==> src/rtl/rs_drive_pkg.sv <==
// Shared definitions for the rs_drive push-button-to-RS-latch driver:
// FSM state encoding and the counter-width helper.
package rs_drive_pkg;

  typedef enum logic [1:0] {
    IDLE  = 2'd0,
    SET_P = 2'd1,
    RST_P = 2'd2,
    GAP   = 2'd3
  } rs_state_t;

  localparam int SYNC_STAGES = 2;

  // Bits needed to hold values 0..n.
  function automatic int cnt_w(input int n);
    return $clog2(n + 1);
  endfunction

endpackage

==> src/rtl/rs_debounce.sv <==
// One raw button channel: 2-flop synchroniser, stability-count debounce,
// and a registered one-cycle pulse on each debounced 0->1 change.
module rs_debounce
  import rs_drive_pkg::*;
#(
  parameter int DEB_CYCLES = 4
) (
  input  logic clk,
  input  logic rst_n,
  input  logic raw,
  output logic rise
);

  localparam int CW = cnt_w(DEB_CYCLES);
  localparam logic [CW-1:0] DEB_LAST = CW'(DEB_CYCLES - 1);

  logic [SYNC_STAGES-1:0] sync_reg;
  logic [CW-1:0]          cnt_reg;
  logic                   deb_reg;
  logic                   deb_d_reg;
  logic                   rise_reg;

  always_ff @(posedge clk or negedge rst_n) begin
    if (!rst_n) begin
      sync_reg  <= '0;
      cnt_reg   <= '0;
      deb_reg   <= 1'b0;
      deb_d_reg <= 1'b0;
      rise_reg  <= 1'b0;
    end else begin
      sync_reg  <= {sync_reg[SYNC_STAGES-2:0], raw};
      deb_d_reg <= deb_reg;
      rise_reg  <= deb_reg & ~deb_d_reg;
      // Any agreement with the current debounced level restarts qualification.
      if (sync_reg[SYNC_STAGES-1] == deb_reg) begin
        cnt_reg <= '0;
      end else if (cnt_reg >= DEB_LAST) begin
        deb_reg <= sync_reg[SYNC_STAGES-1];
        cnt_reg <= '0;
      end else begin
        cnt_reg <= cnt_reg + 1'b1;
      end
    end
  end

  assign rise = rise_reg;

endmodule

==> src/rtl/rs_drive.sv <==
// Turns two bouncing push buttons into non-overlapping, fixed-width s/r
// pulses for a downstream RS flip-flop, with one-deep request queueing.
module rs_drive
  import rs_drive_pkg::*;
#(
  parameter int DEB_CYCLES   = 4,
  parameter int PULSE_CYCLES = 2
) (
  input  logic clk,
  input  logic rst_n,
  input  logic set_raw,
  input  logic rst_raw,
  output logic s,
  output logic r,
  output logic busy,
  output logic conflict
);

  localparam int PW = cnt_w(PULSE_CYCLES);
  localparam logic [PW-1:0] PULSE_LAST = PW'(PULSE_CYCLES - 1);

  logic [1:0] raw_vec;
  logic [1:0] rise_vec;

  assign raw_vec = {rst_raw, set_raw};

  generate
    for (genvar gi = 0; gi < 2; gi++) begin : g_chan
      rs_debounce #(.DEB_CYCLES(DEB_CYCLES)) u_deb (
        .clk  (clk),
        .rst_n(rst_n),
        .raw  (raw_vec[gi]),
        .rise (rise_vec[gi])
      );
    end
  endgenerate

  rs_state_t     state_reg, state_next;
  logic [PW-1:0] pcnt_reg, pcnt_next;
  logic          set_pend_reg, set_pend_next;
  logic          rst_pend_reg, rst_pend_next;
  logic          pair_reg, pair_next;
  logic          conflict_next;
  logic          s_reg, r_reg, conflict_reg;

  always_ff @(posedge clk or negedge rst_n) begin
    if (!rst_n) begin
      state_reg    <= IDLE;
      pcnt_reg     <= '0;
      set_pend_reg <= 1'b0;
      rst_pend_reg <= 1'b0;
      pair_reg     <= 1'b0;
      s_reg        <= 1'b0;
      r_reg        <= 1'b0;
      conflict_reg <= 1'b0;
    end else begin
      state_reg    <= state_next;
      pcnt_reg     <= pcnt_next;
      set_pend_reg <= set_pend_next;
      rst_pend_reg <= rst_pend_next;
      pair_reg     <= pair_next;
      s_reg        <= (state_next == SET_P);
      r_reg        <= (state_next == RST_P);
      conflict_reg <= conflict_next;
    end
  end

  always_comb begin
    state_next    = state_reg;
    pcnt_next     = pcnt_reg;
    set_pend_next = set_pend_reg | rise_vec[0];
    rst_pend_next = rst_pend_reg | rise_vec[1];
    // pair marks two requests that became pending on the very same edge.
    pair_next     = pair_reg | (rise_vec[0] & rise_vec[1] & ~set_pend_reg & ~rst_pend_reg);
    conflict_next = 1'b0;
    case (state_reg)
      IDLE: begin
        if (set_pend_reg && rst_pend_reg && pair_reg) begin
          set_pend_next = 1'b0;
          rst_pend_next = 1'b0;
          pair_next     = 1'b0;
          conflict_next = 1'b1;
        end else if (set_pend_reg) begin
          state_next    = SET_P;
          set_pend_next = 1'b0;
          pcnt_next     = '0;
        end else if (rst_pend_reg) begin
          state_next    = RST_P;
          rst_pend_next = 1'b0;
          pcnt_next     = '0;
        end
      end
      SET_P, RST_P: begin
        if (pcnt_reg >= PULSE_LAST) begin
          state_next = GAP;
          pcnt_next  = '0;
        end else begin
          pcnt_next = pcnt_reg + 1'b1;
        end
      end
      GAP:     state_next = IDLE;
      default: state_next = IDLE;
    endcase
  end

  assign s        = s_reg;
  assign r        = r_reg;
  assign conflict = conflict_reg;
  assign busy     = (state_reg != IDLE);

endmodule
==> config.mk <==
export PLATFORM = sky130hd
export DESIGN_NAME = rs_drive
export DESIGN_NICKNAME = d
export VERILOG_FILES = /design/src/rtl/rs_drive_pkg.sv /design/src/rtl/rs_debounce.sv /design/src/rtl/rs_drive.sv
export SDC_FILE = /design/constraint.sdc
export NUM_CORES = 1
export LEC_CHECK = 0
export BUFFER_PORTS_ARGS = -buffer_cell sky130_fd_sc_hd__buf_2
export CORE_MARGIN = 2
export CORE_UTILIZATION = 45
export CTS_CLUSTER_DIAMETER = 60
export CTS_CLUSTER_SIZE = 30
export DETAILED_ROUTE_END_ITERATION = 10
export PLACE_DENSITY_LB_ADDON = 0.15
export SYNTH_ARGS = -nofsm -noshare
export SYNTH_HDL_FRONTEND = slang
export SYNTH_SLANG_ARGS = --single-unit
==> constraint.sdc <==
create_clock -name clk -period 1.55 [get_ports clk]
set_input_delay 0.0775 -clock clk [delete_from_list [all_inputs] [get_ports clk]]
set_output_delay 0.0775 -clock clk [all_outputs]
set_load 0.005 [all_outputs]
==> impl_summary.log <==
[metrics] result of the run: finished with violations
[metrics] failing checks: negative setup slack
[metrics] power density cells: 2080 mW/mm²
[metrics] minimum hold slack: 0.265 ns
[metrics] CTS tree: built
[metrics] GR met1 Demand/Resource: 17.4%
[metrics] number of global-route vias before repair: 692
[metrics] Global Route met3 Usage: 3.43%
[metrics] final hold viol count: 0
[metrics] sum of net half-perimeters after detailed placement: 1.19 mm
[metrics] Largest register FFs: 6
[metrics] number of instances in the synthesized netlist: 85
[metrics] clock tree buffer depth: 2
[metrics] Final setup violation count: 1
[metrics] commonest cells after routing, fill and taps aside: sky130_fd_sc_hd__dfrtp_1, sky130_fd_sc_hd__buf_4, sky130_fd_sc_hd__buf_2, sky130_fd_sc_hd__nand2_1, sky130_fd_sc_hd__inv_1
[metrics] post-synthesis instance area: 0.00106 mm²
[metrics] number of buffers created by CTS: 3
[metrics] endpoint type of the worst setup path: register
[metrics] Distinct cells, synth: 29
[metrics] number of rows created at floorplan: 17
[metrics] first drt pass iteration count: 4
[metrics] Core ar.: 0.00223 mm²
[metrics] die width: 52.6 µm
[metrics] headroom to the max-slew limit: 63.3%
[metrics] worst-margin pin slew: 0.551 ns
[metrics] Min Clock Period, post-route: 1.58 ns
[metrics] level count of the clock H-tree: 1
[metrics] Crit Path Class: reg -> reg
[metrics] GPL Wtd Cong: 0.780
[metrics] starting utilization of the core area: 47.6%
[metrics] highest fanout seen on the critical path: 3
[metrics] Mean Syn Cell Area: 12.5 µm²
[metrics] overflow left after global routing: 0
[metrics] commonest non-fill, non-tap cell in the layout: sky130_fd_sc_hd__dfrtp_1
[metrics] met2 usage in global routing: 26.0%
[metrics] arrival time reported for the critical path endpoint: 1.79 ns
[metrics] post-synthesis register bit count: 26
[metrics] clk_lat worst skew: 0.32 ns
[metrics] largest net degree at the start of global routing: 27
[metrics] overall fraction of global-route tracks in use: 14.9%
[metrics] leading area contributor after synthesis: sky130_fd_sc_hd__dfrtp_1
[metrics] required time of the critical path: 1.75 ns
[metrics] final cell utilization of the core: 60.3%
[metrics] die area: 0.00277 mm²
[metrics] diodes inserted: 0
[metrics] CP Launch Type: register
[metrics] worst clock skew on the final layout: 0.00451 ns
[metrics] wire length of the first global-routing pass: 2.93 mm
[metrics] fmax: 631 MHz
[metrics] total of max-cap violations: 0
[metrics] share of the synthesized area in the top cell type: 61.2%
[metrics] Static Leak: 0.642 nW
[metrics] Die Y-Extent: 52.6 µm
[metrics] Pins Over Slew Limit: 0
[metrics] via density per instance: 5.01
[metrics] cell area after placement: 0.00118 mm²
[metrics] sequential area share after synthesis: 61.2%
[metrics] routed length per placed instance: 12.4 µm
[metrics] unrepaired setup endpoints after global routing: true
[metrics] antenna viol nets, final: 0
[metrics] kind of path behind the tightest hold check: in -> async
[metrics] number of ports placed on the die boundary: 8
[metrics] Worst-path clk slew: 0.14 ns
[metrics] P&R area growth vs syn: 26.7%
[metrics] number of antenna violations at the first check in global routing: 0
[metrics] Most Used Layer, Global Route: met2
[metrics] Post-layout nets: 122
[metrics] CTS sink count: 26
[metrics] count of vias placed by the detailed router: 686
[metrics] smallest setup slack after layout: -0.0349 ns
[metrics] Residual DRC: 0
[metrics] share of the clock period used by the worst path after layout: 102%
[metrics] share of final-layout standard cells stronger than drive strength 1: 34.9%
[metrics] final design instance area without fill: 0.00135 mm²
[metrics] number of port buffers: 7
[metrics] violation count after the first detailed-route iteration: 5
[metrics] root buffer cell: sky130_fd_sc_hd__clkbuf_4
[metrics] Max VDD drop: 1.06 mV
[metrics] Total Routed Length: 1.70 mm
[metrics] Warnings, synthesis: 0
[metrics] synthesized netlist net count: 97
[metrics] number of standard cells in the final layout excluding fillers: 137
[metrics] cell types occupying the most area after synthesis: sky130_fd_sc_hd__dfrtp_1, sky130_fd_sc_hd__ha_1, sky130_fd_sc_hd__mux2_2, sky130_fd_sc_hd__inv_1, sky130_fd_sc_hd__nor2b_1
[metrics] number of cells in the design after placement: 126
[worst paths after layout]
check	startpoint	to	slack, ns	depth (start not counted)
max in group asynchronous	rst_n	s	0.92	2
max	state_reg[1]	s	-0.03	6
min reg2reg	g_chan[0].u_deb.sync_reg[0]	g_chan[0].u_deb.sync_reg[1]	0.37	0
min in group clk	g_chan[0].u_deb.sync_reg[0]	g_chan[0].u_deb.sync_reg[1]	0.37	0
min	rst_n	g_chan[0].u_deb.cnt_reg[1]	0.27	2
max reg2reg	state_reg[1]	s	-0.03	6
[routing by layer]
metal | up-vias | share of wire (%)
li1 | 334 | -
met1 | 342 | 45
met2 | 8 | 51
met3 | 2 | 2.2
met4 | 0 | 1.4
met5 | - | 0
[per-stage QoR]
| step | power, W | setup WS, ns | TNS, ns |
|---|---|---|---|
| 5_1_grt | 0.00303 | -0.0749 | -0.118 |
| 3_3_place_gp | 0.00209 | 0.00607 | 0 |
| 2_1_floorplan | 0.00177 | 0.0261 | 0 |
| 4_1_cts | 0.00271 | -0.00505 | -0.00505 |
| 3_5_place_dp | 0.00212 | -0.0380 | -0.0675 |
| 6_report | 0.00281 | -0.0349 | -0.0349 |
[critical path, cell delays in order (launching register included)]
cell	delay, ns
sky130_fd_sc_hd__dfrtp_1	0.42
sky130_fd_sc_hd__inv_2	0.09
sky130_fd_sc_hd__ha_4	0.21
sky130_fd_sc_hd__nor2b_1	0.14
sky130_fd_sc_hd__a21boi_0	0.13
sky130_fd_sc_hd__or3_4	0.35
sky130_fd_sc_hd__nor2b_4	0.14
[timing repair]
action,CTS,global route
pin swaps,2,3
buffers inserted,3,1
endpoints found under the hold margin,28,0
gates cloned,0,0
resized for setup,5,7
setup endpoints to repair,4,3
hold buffers,3,0
[final cells by class]
| class | count | area (µm²) |
|---|---|---|
| Inverter | 8 | 30.0 |
| Sequential cell | 26 | 651 |
| Clock buffer | 3 | 22.5 |
| Timing Repair Buffer | 20 | 140 |
| Fill cell | 188 | 886 |
| Multi-Input combinational cell | 51 | 439 |
| Tap cell | 28 | 35.0 |
| Clock inverter | 1 | 30.0 |
[cell families (layout without fill, tap and decap cells)]
logic type,after synthesis,in the layout,share of synthesized area (%)
buffers and inverters,8,32,2.82
muxes,3,3,3.18
adders and majority gates,8,8,9.41
and+or+nand+nor,24,24,12.8
xor gates and xnor gates,2,2,1.65
DFF,26,26,61.2
AOI/OAI and AO/OA,14,14,8.94
[where the power goes]
part	total [W]	switching (W)	internal (W)
Combinational	0.00126	0.000571	0.000688
Clock	0.000453	0.000192	0.000261
Sequential	0.00109	0.000162	0.000932
Total	0.00281	0.000925	0.00188
[cells in the mapped netlist (all sizes together)]
cell type	n
dfrtp	26
a21oi	2
a32oi	1
inv	8
nor3	2
o22ai	1
and3	2
nor2	4
mux2	3
nor3b	1
or3	1
or2	1
o21a	1
o21bai	1
nor2b	4
and3b	1
ha	8
o2bb2ai	1
o211ai	1
xor2	1
a31oi	1
a21boi	1
o21ai	2
nand2	7
nand2b	1
xnor2	1
a211oi	2
No activity file was read; power rests on OpenSTA's default activity.
